**src/rtl/tdm_transmit.sv**
```systemverilog
// TDM serial transmitter: shifts SLOTS samples out MSB first on sck falls, framed by ws.
// sck/ws are same-domain levels; edges come from a registered copy of sck.
module tdm_transmit #(
    parameter int SLOTS        = 2,
    parameter int SAMPLE_WIDTH = 24,
    parameter int SLOT_WIDTH   = 32
) (
    input  logic                                   clk_in,
    input  logic                                   rst_in,
    input  logic                                   sck_in,
    input  logic                                   ws_in,
    input  logic [SLOTS-1:0][SAMPLE_WIDTH-1:0]     audio_in,
    input  logic                                   valid_in,
    output logic                                   sd_out,
    output logic                                   sd_oe_out,
    output logic                                   busy_out,
    output logic                                   frame_done_out,
    output logic                                   underrun_out,
    output logic                                   resync_out
);

    localparam int FRAME_BITS = SLOTS * SLOT_WIDTH;
    localparam int CNT_W      = (FRAME_BITS > 1) ? $clog2(FRAME_BITS) : 1;
    localparam logic [CNT_W-1:0] LAST = CNT_W'(FRAME_BITS - 1);

    typedef enum logic [1:0] {IDLE, ARMED, SHIFT} state_t;

    state_t                               state_q;
    logic                                 sck_prev_q;
    logic [SLOTS-1:0][SAMPLE_WIDTH-1:0]   pending_q;
    logic                                 pending_fresh_q;
    logic [FRAME_BITS-1:0]                frame_q;
    logic [FRAME_BITS-1:0]                frame_load_d;
    logic [CNT_W-1:0]                     bit_cnt_q;
    logic                                 ws_seen_q;
    logic                                 sd_q, sd_oe_q, busy_q;
    logic                                 frame_done_q, underrun_q, resync_q;
    logic                                 rise, fall, load;

    assign rise = sck_in & ~sck_prev_q;
    assign fall = ~sck_in & sck_prev_q;

    // A new frame starts from ARMED, or back-to-back when ws landed in the last bit.
    assign load = fall && ((state_q == ARMED) ||
                           (state_q == SHIFT && bit_cnt_q == LAST && ws_seen_q));

    // Slot 0 occupies the top of the frame; each sample is left-justified, tail zero.
    always_comb begin
        frame_load_d = '0;
        for (int k = 0; k < SLOTS; k++) begin
            frame_load_d[(SLOTS-k)*SLOT_WIDTH-1 -: SLOT_WIDTH] =
                SLOT_WIDTH'(pending_q[k]) << (SLOT_WIDTH - SAMPLE_WIDTH);
        end
    end

    always_ff @(posedge clk_in) begin
        if (rst_in) begin
            state_q         <= IDLE;
            sck_prev_q      <= 1'b0;
            pending_q       <= '0;
            pending_fresh_q <= 1'b0;
            frame_q         <= '0;
            bit_cnt_q       <= '0;
            ws_seen_q       <= 1'b0;
            sd_q            <= 1'b0;
            sd_oe_q         <= 1'b0;
            busy_q          <= 1'b0;
            frame_done_q    <= 1'b0;
            underrun_q      <= 1'b0;
            resync_q        <= 1'b0;
        end else begin
            sck_prev_q   <= sck_in;
            frame_done_q <= 1'b0;
            underrun_q   <= 1'b0;
            resync_q     <= 1'b0;

            case (state_q)
                IDLE: begin
                    if (rise && ws_in) begin
                        state_q <= ARMED;
                        busy_q  <= 1'b1;
                    end
                end
                ARMED: ;
                SHIFT: begin
                    if (rise && ws_in) begin
                        if (bit_cnt_q == LAST) begin
                            ws_seen_q <= 1'b1;
                        end else begin
                            resync_q <= 1'b1;
                            state_q  <= ARMED;
                        end
                    end
                    if (fall) begin
                        if (bit_cnt_q != LAST) begin
                            sd_q      <= frame_q[FRAME_BITS-1];
                            frame_q   <= frame_q << 1;
                            bit_cnt_q <= bit_cnt_q + CNT_W'(1);
                        end else begin
                            frame_done_q <= 1'b1;
                            ws_seen_q    <= 1'b0;
                            if (!ws_seen_q) begin
                                state_q <= IDLE;
                                sd_q    <= 1'b0;
                                sd_oe_q <= 1'b0;
                                busy_q  <= 1'b0;
                            end
                        end
                    end
                end
                default: state_q <= IDLE;
            endcase

            if (load) begin
                state_q         <= SHIFT;
                sd_q            <= frame_load_d[FRAME_BITS-1];
                frame_q         <= frame_load_d << 1;
                sd_oe_q         <= 1'b1;
                busy_q          <= 1'b1;
                bit_cnt_q       <= '0;
                underrun_q      <= ~pending_fresh_q;
                pending_fresh_q <= 1'b0;
            end

            // Placed after the load so a same-clk sample stays fresh for the next frame.
            if (valid_in) begin
                pending_q       <= audio_in;
                pending_fresh_q <= 1'b1;
            end
        end
    end

    assign sd_out         = sd_q;
    assign sd_oe_out      = sd_oe_q;
    assign busy_out       = busy_q;
    assign frame_done_out = frame_done_q;
    assign underrun_out   = underrun_q;
    assign resync_out     = resync_q;

endmodule
```
**config.mk**
```make
export PLATFORM = sky130hd
export DESIGN_NAME = tdm_transmit
export DESIGN_NICKNAME = d
export VERILOG_FILES = /design/src/rtl/tdm_transmit.sv
export SDC_FILE = /design/constraint.sdc
export NUM_CORES = 1
export LEC_CHECK = 0
export CAP_MARGIN = 20
export CORE_MARGIN = 5
export CORE_UTILIZATION = 54
export CTS_CLUSTER_SIZE = 16
export DETAILED_ROUTE_END_ITERATION = 6
export PLACE_DENSITY = 0.86
export SLEW_MARGIN = 10
export SYNTH_ARGS = -nofsm -noshare
export SYNTH_HDL_FRONTEND = slang
export SYNTH_SLANG_ARGS = --single-unit
export TNS_END_PERCENT = 1
```
**constraint.sdc**
```tcl
create_clock -name clk_in -period 2.5 [get_ports clk_in]
set_input_delay 0.25 -clock clk_in [delete_from_list [all_inputs] [get_ports clk_in]]
set_output_delay 0.25 -clock clk_in [all_outputs]
set_load 0.02 [all_outputs]
```
### Word-level counts from Yosys, hierarchy flattened

Cells that the tools add are included.

| cells by class | value |
|---|---|
| add/subtract/negate cells | 1 |
| multiply operators | 0 |
| div/mod/pow operators | 0 |
| order comparisons | 0 |
| equality and inequality tests | 13 |
| shift-type cells | 0 |
| mux-type cells | 32 |
| bitwise logic cells | 10 |
| reduce and logical (&&, ||, !) cells | 22 |

Operators with widths:

| cell | number |
|---|---|
| $mux W64 | 4 |
| $mux W1 | 19 |
| $mux W2 | 7 |
| $ne A3 B3 Y1 const B | 4 |
| $reduce_and A3 Y1 | 3 |
| $not A1 Y1 | 8 |
| $reduce_bool A2 Y1 | 4 |
| $add A6 B1 Y6 const B | 1 |
| $eq A6 B6 Y1 const B | 1 |
| $ne A2 B2 Y1 const B | 3 |
| $ne A6 B6 Y1 const B | 1 |
| $pmux W2 S3 | 1 |
| $reduce_or A3 Y1 | 2 |
| $reduce_and A5 Y1 | 1 |
| $logic_and A1 B1 Y1 | 4 |
| $reduce_and A2 Y1 | 2 |
| $reduce_and A4 Y1 | 1 |
| $reduce_or A2 Y1 | 2 |
| $ne A3 B1 Y1 const B | 1 |
| $reduce_bool A3 Y1 | 1 |
| $and A1 B1 Y1 | 2 |
| $eq A2 B1 Y1 const B | 1 |
| $eq A2 B2 Y1 const B | 1 |
| $logic_not A2 Y1 | 1 |
| other kinds (3) | 3 |

| word-level totals | value |
|---|---|
| flip-flop bits (word level) | 120 |
| latch bits | 0 |
| bits in writable memories | 0 |
| ROM bits | 0 |
| output and inout port bits | 6 |
| word-level logic and storage cells | 94 |
| memories | 0 |

### Depth between registers and ports, before layout

Gate-level depths: netlist (run 1).

| depth | value |
|---|---|
| word-level depth | 9 |
| depth in mapped cells | 8 |
| gate-level depth less buffers | 5 |

### Least setup slack after synthesis (run 1)

Ideal clock, no wire load.

| timing path | value |
|---|---|
| path kind | register to register |
| start | register bit_cnt_q[0] |
| end | register frame_q[63] |
| library setup time | 0.122 ns |
| data arrival time | 1.753 ns |
| setup slack | 0.626 ns |
| stages on the path, launching flop included | 9 |
| cells stage by stage | dfxtp_1 > ha_1 > nand3_1 > buf_2 > nor2_1 > a41o_1 > buf_2 > clkbuf_1 > a221o_1 |

| on the way | value |
|---|---|
| longest elaborated chain between the ends | 7 |

Ends and longest elaborated chain:

| what | line | text |
|---|---|---|
| start, declared | 34 | `logic [CNT_W-1:0] bit_cnt_q;` |
| start signal, assigned | 98 | `bit_cnt_q <= bit_cnt_q + CNT_W'(1);` |
| $eq A6 B6 Y1 | 45 | `(state_q == SHIFT && bit_cnt_q == LAST && ws_seen_q));` |
| $logic_and A1 B1 Y1 (2 in a row) | 45 |  |
| $logic_or A1 B1 Y1 | 44 | `assign load = fall && ((state_q == ARMED) \|\|` |
| $logic_and A1 B1 Y1 | 44 |  |
| $reduce_bool A2 Y1 (no source line) | - |  |
| $reduce_and A3 Y1 (no source line) | - |  |
| end signal, assigned | 97 | `frame_q <= frame_q << 1;` |
| end signal, assigned | 117 | `frame_q <= frame_load_d << 1;` |
| end, declared | 32 | `logic [FRAME_BITS-1:0] frame_q;` |

Several ways; a longest one is shown, not always the timed one.
A chain may end at the register's enable or synchronous reset.

### Worst setup path after layout (run 1)

| timing path | value |
|---|---|
| start | register bit_cnt_q[0] |
| end | register frame_q[62] |

The elaborated chain is that of the path after synthesis.

==> results of run 1 <==
==> power groups by stage <==
| stage | sequential (mW) | combinational [mW] | clock [mW] |
|---|---|---|---|
| after floorplan | 2.03 | 0.144 | 0 |
| after global placement | 2.04 | 0.249 | 0 |
| after detailed placement | 2.04 | 0.258 | 0 |
| after CTS | 2.00 | 0.259 | 2.12 |
| after global routing | 2.01 | 0.281 | 2.22 |
| final | 2.00 | 0.258 | 2.10 |
==> routing by layer <==
metal	up-vias	global-route usage, %	share of wire (%)
met4	0	10.5	2.4
met1	1647	24.1	43
met3	22	6.83	6.1
met2	126	32.1	49
met5	-	0	0
li1	1705	-	-
==> state kept, by name, indices dropped and copies added (netlist names) <==
name	flops
frame_q	55
frame_load_d	48
bit_cnt_q	6
state_q	2
busy_out	1
frame_done_out	1
pending_fresh_q	1
resync_out	1
sck_prev_q	1
sd_oe_out	1
sd_out	1
underrun_out	1
ws_seen_q	1
==> cell usage in the layout (no fill, tap or decap), types with 4 or more instances in the layout <==
cell and n:
o31ai_1 4, clkdlybuf4s50_1 56, buf_4 10, and2_1 47, nor2_1 54, dfxtp_1 120
nand2_1 21, clkinv_2 5, clkbuf_16 16, nor3_1 6, clkbuf_1 4, a21oi_1 17
mux2i_1 49, a221o_1 46, inv_1 4, clkbuf_8 4
==> path summary, 6_finish.rpt <==
path / endpoint / slack [ns] / cells after the start / startpoint
setup / recovery: frame_q[62]$_SDFFE_PP0P_ / 0.35 / 6 / bit_cnt_q[0]$_SDFFE_PP0P_
hold / removal: frame_load_d[13]$_SDFFE_PP0P_ / 0.18 / 2 / rst_in
setup reg to reg: frame_q[62]$_SDFFE_PP0P_ / 0.35 / 6 / bit_cnt_q[0]$_SDFFE_PP0P_
hold reg to reg: underrun_out$_SDFF_PP0_ / 0.42 / 1 / pending_fresh_q$_SDFFE_PP0P_
==> cell type report <==
type                            count  area share [%]
Clock inverter                      8           0.824
Clock buffer                       24            8.16
Inverter                            4           0.260
Timing Repair Buffer               70            11.9
Sequential cell                   120            41.7
Multi-Input combinational cell    286            34.9
Tap cell                          105            2.28
==> cell families after synthesis <==
logic type / count (synthesis) / synth area share [%]
xor gates and xnor gates: 4 / 0.764
buffers and inverters: 36 / 3.90
and+or+nand+nor: 148 / 16.6
muxes: 49 / 10.7
AOI/OAI and AO/OA: 84 / 15.4
adders and majority gates: 1 / 0.273
DFF: 120 / 52.4
==> through the flow <==
step	hold slack, ns	instance area [um^2]
2_1_floorplan	0.378	4590
3_3_place_gp	0.404	5250
3_5_place_dp	0.411	5250
4_1_cts	0.165	5770
5_1_grt	0.182	5770
6_report	0.184	5770
==> results.md, run 1 <==
• **setup repair after global routing missed its margin** false
• **Reg power frac** 46.0%
• **Antenna Cells** 0
• **final antenna-violating net count** 0
• **via count** 3,500
• **classification of the worst setup path** reg -> reg
• **Power, Total** 4.36 mW
• **area enclosed by the die boundary** 10,400 um^2
• **slack of the critical path** 0.351 ns
• **Worst path max stage delay** 0.41 ns
• **status** finished, final reports clean
• **number of antenna violations at the first check in global routing** 0
• **Final period util** 85.9%
• **post-synthesis cell area** 4590 um^2
• **top post-synthesis cells by area** dfxtp_1 52%, mux2i_1 11%, a221o_1 10%
• **share of power burned in combinational logic** 5.9%
• **Final Routed Wirelength** 9950 um
• **worst slack at placement** 0.428 ns
• **max-slew headroom at the worst pin** 62.3%
• **global-route usage over all layers** 20.1%
• **maximum vdd ir drop** 0.509 mV
• **proportion of synthesized chip area in sequential cells** 52.4%
• **number of detailed-route iterations in the first pass** 4
• **final core utilization** 69.8%
• **total of fill cells in the finished design** 584
• **num ports** 59
• **list of most frequent post-synthesis cells** 120 x dfxtp_1, 54 x nor2_1, 49 x mux2i_1, 47 x and2_1, 46 x a221o_1
• **category of the worst setup path capture point** flip-flop
• **most instantiated library cell after synthesis** dfxtp_1
• **post-cts resize count** 0
• **P_sw** 0.961 mW
• **buffers from clock root to sink, at most** 2
• **area of the core region** 8260 um^2
• **maximum number of pins on one net before global-route repair** 47
• **total clock buffers created by CTS** 17
• **largest area contributor in the netlist** dfxtp_1
• **last weighted congestion value of the routability-driven placer** 0.883
• **worst endpoint required time** 2.95 ns
• **max-capacitance violation count** 0
• **Hold WC Path Type** in -> reg
• **Leakage Power** 2.33 nW
• **largest delay contributor family on the critical path** simple AND/OR/NAND/NOR gates
• **synthesis-stage register bit count** 120
• **Multi-input gate area** 2010 um^2
• **series of cell instances along the critical path** ha_1 -> nand3_1 -> nor2_1 -> a41o_1 -> buf_4 -> a221o_1
• **critical-path cell with the highest stage delay** buf_4
• **max-slew violation count** 0
• **Iteration-0 DRC Markers** 190
• **worst path bufs/invs** 1
• **share of flip-flops with an asynchronous set or reset after synthesis** 0%
• **HPWL after detailed placement** 6250 um
• **internal power component** 3.40 mW
• **port buffer count** 58
• **timing-limited maximum frequency** 465 MHz
• **worst-skew pair later-pin latency** 0.51 ns
• **area used by sequential logic in the layout** 2400 um^2
• **number of remaining DRC errors** 0
• **number of cells in the finished layout apart from fillers** 617
• **Critical Path Start Type** flip-flop
• **Setup TNS** 0 ns
• **final critical-path required period** 2.15 ns
• **standard-cell row count** 33
• **Cell Count Post-Placement** 585
• **primary flip-flop cell chosen by synthesis mapping** dfxtp_1
• **Post-Synthesis Cells** 442
• **Worst Skew** 0.00795 ns
• **initial cell density of the core** 55.6%
• **average vias per placed instance** 5.67
• **share of total power consumed by net switching** 22.1%
• **die boundary width** 102 um
• **clock tree root driver cell** clkbuf_8
• **CTS Sinks** 120
• **post-layout net count** 553
• **number of buffers inserted by post-CTS setup repair** 0
• **power density relative to cell area** 756 nW/um^2
• **share of post-route cells with drive strength above 1** 8.98%
• **signal arrival time at the worst endpoint** 2.60 ns
• **overall overflow remaining after global route** 0
• **Area growth, synth to finish** 25.7%
• **clock tree from TritonCTS** built
• **Post-synth EDFFs** 0
• **die outline height** 102 um
• **Synth warnings** 0
• **via count of the first global-routing pass** 3,519
• **Clk pwr share** 48.1%
• **number of unique standard cell types used by synthesis** 42
• **final number of hold-violating endpoints** 0
• **Setup violations, final** 0
• **clock edge transition at the registers on the reported setup and hold paths** 0.05 ns
• **Mapped Nets** 496
• **first-pass GRT wire length** 16,400 um
• **detailed-route wire length per cell** 16.1 um
• **average footprint of a synthesized cell** 10.4 um^2
• **CTS H-tree depth** 4
• **area fraction of the dominant cell type after synthesis** 52.4%
• **hold-fix buffer count after cts** 0
• **peak fanout along the critical path** 46
• **actual transition at the worst max-transition pin** 0.558 ns
Note: power is estimated with default switching activity, not from simulation.
==> run 2, diff against run 1 <==
- CORE_UTILIZATION: 54 -> 50
- PLACE_DENSITY: 0.86 -> 0.81
- clock period: 2.5 -> 2.45 ns (I/O delays scaled with it)
==> results.md, run 2 (synthesized netlist as in run 1, its figures left out) <==
• **total of fill cells in the finished design** 723
• **status** finished, final reports clean
• **average vias per placed instance** 5.57
• **clock edge transition at the registers on the reported setup and hold paths** 0.06 ns
• **max-slew violation count** 0
• **total placed instance area** 5280 um^2
• **number of detailed-route iterations in the first pass** 4
• **die boundary width** 106 um
• **Setup violations, final** 0
• **Leakage Power** 2.38 nW
• **post-layout net count** 554
• **area enclosed by the die boundary** 11,200 um^2
• **Setup TNS** 0 ns
• **timing-limited maximum frequency** 449 MHz
• **Final period util** 90.9%
• **classification of the worst setup path** reg -> reg
• **CTS H-tree depth** 4
• **clock tree root driver cell** clkbuf_8
• **post-route design area** 5890 um^2
• **port buffer count** 58
• **Antenna Cells** 0
• **Final Routed Wirelength** 9850 um
• **final number of hold-violating endpoints** 0
• **via count of the first global-routing pass** 3,501
• **Area growth, synth to finish** 28.4%
• **actual transition at the worst max-transition pin** 0.511 ns
• **final critical-path required period** 2.23 ns
• **overall overflow remaining after global route** 0
• **commonest non-fill, non-tap cell in the layout** dfxtp_1
• **power density relative to cell area** 824 nW/um^2
• **Multi-input gate area** 2010 um^2
• **number of buffers inserted by post-CTS setup repair** 0
• **hold-fix buffer count after cts** 0
• **Worst Skew** 0.00797 ns
• **die outline height** 106 um
• **detailed-route wire length per cell** 15.8 um
• **setup repair after global routing missed its margin** false
• **Hold WC Path Type** in -> reg
• **HPWL after detailed placement** 6320 um
• **max-slew headroom at the worst pin** 65.5%
• **Critical Path Start Type** flip-flop
• **final antenna-violating net count** 0
• **category of the worst setup path capture point** flip-flop
• **register bank with the most flops** frame_q
• **total clock buffers created by CTS** 17
• **last weighted congestion value of the routability-driven placer** 0.832
• **CTS Sinks** 120
• **area used by sequential logic in the layout** 2400 um^2
• **via count** 3,475
• **signal arrival time at the worst endpoint** 2.68 ns
• **share of post-route cells with drive strength above 1** 9.94%
• **peak fanout along the critical path** 29
• **number of antenna violations at the first check in global routing** 0
• **worst slack at placement** 0.371 ns
• **area of the core region** 9110 um^2
• **buffers from clock root to sink, at most** 2
• **maximum vdd ir drop** 0.617 mV
• **num ports** 59
• **clock tree from TritonCTS** built
• **worst-skew pair later-pin latency** 0.51 ns
• **global-route usage over all layers** 18.4%
• **maximum number of pins on one net before global-route repair** 47
• **max-capacitance violation count** 0
• **worst endpoint required time** 2.90 ns
• **highest-count cells in the layout ignoring fill and taps** 120 x dfxtp_1, 56 x clkdlybuf4s50_1, 54 x nor2_1
• **first-pass GRT wire length** 16,600 um
• **Iteration-0 DRC Markers** 220
• **number of remaining DRC errors** 0
• **initial cell density of the core** 50.4%
• **post-cts resize count** 0
• **number of flip-flops under the largest register name** 55
• **slack of the critical path** 0.224 ns
• **standard-cell row count** 35
[run 2: changes by cell type in the layout (fill, tap and decap cells not counted), sizes merged]
cell	previous run	this run
inv	4	5
bufinv	0	4
clkinv	5	7
clkbuf	24	17
buf	14	15
[run 2: cell type report]
| type | count | area share (%) |
|---|---|---|
| Clock buffer | 17 | 7.03 |
| Clock inverter | 15 | 3.42 |
| Timing Repair Buffer | 71 | 12.0 |
| Inverter | 4 | 0.255 |
| Multi-Input combinational cell | 286 | 34.2 |
| Sequential cell | 120 | 40.8 |
| Tap cell | 111 | 2.36 |
[run 2: metal layers]
metal | GRT usage (%) | vias up | wire length, um
li1 | - | 1718 | -
met1 | 22.5 | 1647 | 4330
met2 | 30.4 | 97 | 4870
met3 | 6.43 | 13 | 525
met4 | 5.92 | 0 | 125
met5 | 0 | - | 0
[run 2: worst paths after layout]
kind / slack (ns) / to / startpoint / cells after the start
hold reg to reg: 0.44 / underrun_out$_SDFF_PP0_ / pending_fresh_q$_SDFFE_PP0P_ / 1
hold / removal: 0.11 / pending_fresh_q$_SDFFE_PP0P_ / valid_in / 3
setup / recovery: 0.22 / frame_q[26]$_SDFFE_PP0P_ / bit_cnt_q[0]$_SDFFE_PP0P_ / 6
setup reg to reg: 0.22 / frame_q[26]$_SDFFE_PP0P_ / bit_cnt_q[0]$_SDFFE_PP0P_ / 6
[run 2: power by group]
| group | internal [mW] | total (mW) | switching (mW) |
|---|---|---|---|
| Combinational | 0.148 | 0.266 | 0.118 |
| Sequential | 2.01 | 2.04 | 0.0355 |
| Clock | 1.65 | 2.54 | 0.892 |
| Total | 3.81 | 4.85 | 1.05 |
[run 2: critical path: stages, from the launching register on]
cell and delay [ns]:
dfxtp_1 0.40, ha_1 0.24, nand3_1 0.32, nor2_1 0.39, a41o_1 0.28, buf_4 0.33
a221o_1 0.21
[run 2: metrics by stage]
stage	instances	hold slack [ns]	utilization [%]	total power, mW
after floorplan	442	0.373	-	2.22
after global placement	592	0.423	57.9	2.34
after detailed placement	592	0.442	57.9	2.35
after CTS	624	0.0934	64.7	4.89
after global routing	624	0.101	64.7	5.02
final	624	0.108	64.7	4.85
==> run 3, diff against run 2 <==
- CAP_MARGIN: 20 -> 30
- DONT_BUFFER_PORTS: unset -> 1
- PLACE_DENSITY: 0.81 -> 0.73
==> results.md, run 3 (synthesized netlist as in run 1, its figures left out) <==
• **status** finished, final reports clean
• **overall overflow remaining after global route** 0
• **total of fill cells in the finished design** 708
• **last weighted congestion value of the routability-driven placer** 0.817
• **post-layout net count** 545
• **Power, Total** 4.57 mW
• **die boundary width** 106 um
• **initial cell density of the core** 50.4%
• **commonest non-fill, non-tap cell in the layout** dfxtp_1
• **timing-limited maximum frequency** 488 MHz
• **Setup TNS** 0 ns
• **worst-skew pair later-pin latency** 0.51 ns
• **Reg power frac** 44.7%
• **setup repair after global routing missed its margin** false
• **max-capacitance violation count** 0
• **CTS Sinks** 120
• **share of total power consumed by net switching** 23.2%
• **number of flip-flops under the largest register name** 55
• **max-slew violation count** 0
• **die outline height** 106 um
• **Worst Skew** 0.00708 ns
• **maximum number of pins on one net before global-route repair** 61
• **actual transition at the worst max-transition pin** 0.521 ns
• **classification of the worst setup path** reg -> reg
• **Final period util** 83.7%
• **Critical Path Start Type** flip-flop
• **final critical-path required period** 2.05 ns
• **total placed instance area** 4640 um^2
• **clock tree from TritonCTS** built
• **global-route usage over all layers** 17.8%
• **Area growth, synth to finish** 25.8%
• **highest-count cells in the layout ignoring fill and taps** 120 x dfxtp_1, 54 x nor2_1, 52 x dlygate4sd3_1
• **busiest grt layer** met2
• **num ports** 59
• **final number of hold-violating endpoints** 0
• **fraction of met1 tracks used by global routing** 22.8%
• **signal arrival time at the worst endpoint** 2.49 ns
• **GR Util met3** 4.59%
• **area of the core region** 9110 um^2
• **share of power burned in combinational logic** 5.3%
• **final core utilization** 63.4%
• **first-pass GRT wire length** 16,200 um
• **number of remaining DRC errors** 0
• **power density relative to cell area** 792 nW/um^2
• **share of post-route cells with drive strength above 1** 9.13%
• **max-slew headroom at the worst pin** 64.8%
• **post-route design area** 5770 um^2
• **port buffer count** 0
• **category of the worst setup path capture point** flip-flop
• **CTS H-tree depth** 4
• **via count of the first global-routing pass** 3,323
• **fraction of met2 tracks used by global routing** 28.7%
• **area enclosed by the die boundary** 11,200 um^2
• **P_sw** 1.06 mW
• **register bank with the most flops** frame_q
• **Final Routed Wirelength** 9560 um
• **total clock buffers created by CTS** 17
• **number of antenna violations at the first check in global routing** 0
• **worst endpoint required time** 2.90 ns
• **Hold WC Path Type** in -> reg
• **detailed-route wire length per cell** 15.6 um
• **post-cts resize count** 0
• **Setup violations, final** 0
• **internal power component** 3.51 mW
• **HPWL after detailed placement** 5590 um
• **clock edge transition at the registers on the reported setup and hold paths** 0.06 ns
• **via count** 3,397
• **peak fanout along the critical path** 34
• **maximum vdd ir drop** 0.531 mV
• **standard-cell row count** 35
• **buffers from clock root to sink, at most** 2
• **clock tree root driver cell** clkbuf_8
• **Iteration-0 DRC Markers** 190
• **Antenna Cells** 0
• **average vias per placed instance** 5.52
• **Clk pwr share** 50.0%
• **number of detailed-route iterations in the first pass** 4
• **Leakage Power** 2.34 nW
• **final antenna-violating net count** 0
==> run 3: final timing paths <==
path	start	end	slack [ns]	depth (start not counted)
min	sck_in	underrun_out$_SDFF_PP0_	0.05	3
max	bit_cnt_q[0]$_SDFFE_PP0P_	frame_q[42]$_SDFFE_PP0P_	0.40	6
max reg2reg	bit_cnt_q[0]$_SDFFE_PP0P_	frame_q[42]$_SDFFE_PP0P_	0.40	6
min reg2reg	pending_fresh_q$_SDFFE_PP0P_	underrun_out$_SDFF_PP0_	0.44	1
==> run 3: critical path, cell delays in order, from the launching register on <==
cell and delay, ns:
dfxtp_1 0.37, ha_1 0.21, nand3_1 0.30, o41a_1 0.49, nor3_4 0.20, buf_12 0.23
a221o_1 0.19
==> run 3: area by class of cell <==
type | count | area, um^2 | area share, %
flip-flops and latches | 120 | 2400 | 41.6
multi-input cells | 286 | 2010 | 34.9
repair buffers | 62 | 648 | 11.2
clock buffers | 18 | 428 | 7.42
well taps | 111 | 139 | 2.41
clock inverters | 14 | 124 | 2.15
inverters | 4 | 15.0 | 0.260
==> run 3: what timing repair did <==
item / CTS / global route
setup buffers: 0 / 0
endpoints found under the hold margin: 59 / 0
hold buffers: 54 / 0
==> run 3: per-layer routing <==
metal,routed length [um],vias up
li1,-,1698
met1,4420,1612
met2,4570,75
met3,468,12
met4,99,0
met5,0,-
==> run 3: power by group through the flow <==
stage	Sequential (mW)	Combinational [mW]	Clock [mW]
2_1_floorplan	2.07	0.147	0
3_3_place_gp	2.09	0.125	0
3_5_place_dp	2.09	0.130	0
4_1_cts	2.05	0.242	2.32
5_1_grt	2.05	0.267	2.41
6_report	2.05	0.242	2.28
==> run 3: metrics by stage <==
| step | hold slack [ns] | setup WS [ns] | cells |
|---|---|---|---|
| after floorplan | 0.373 | 0.576 | 442 |
| after global placement | 0.327 | 0.539 | 529 |
| after detailed placement | 0.328 | 0.451 | 529 |
| after CTS | 0.0128 | 0.436 | 615 |
| after global routing | 0.0685 | 0.264 | 615 |
| final | 0.0534 | 0.400 | 615 |
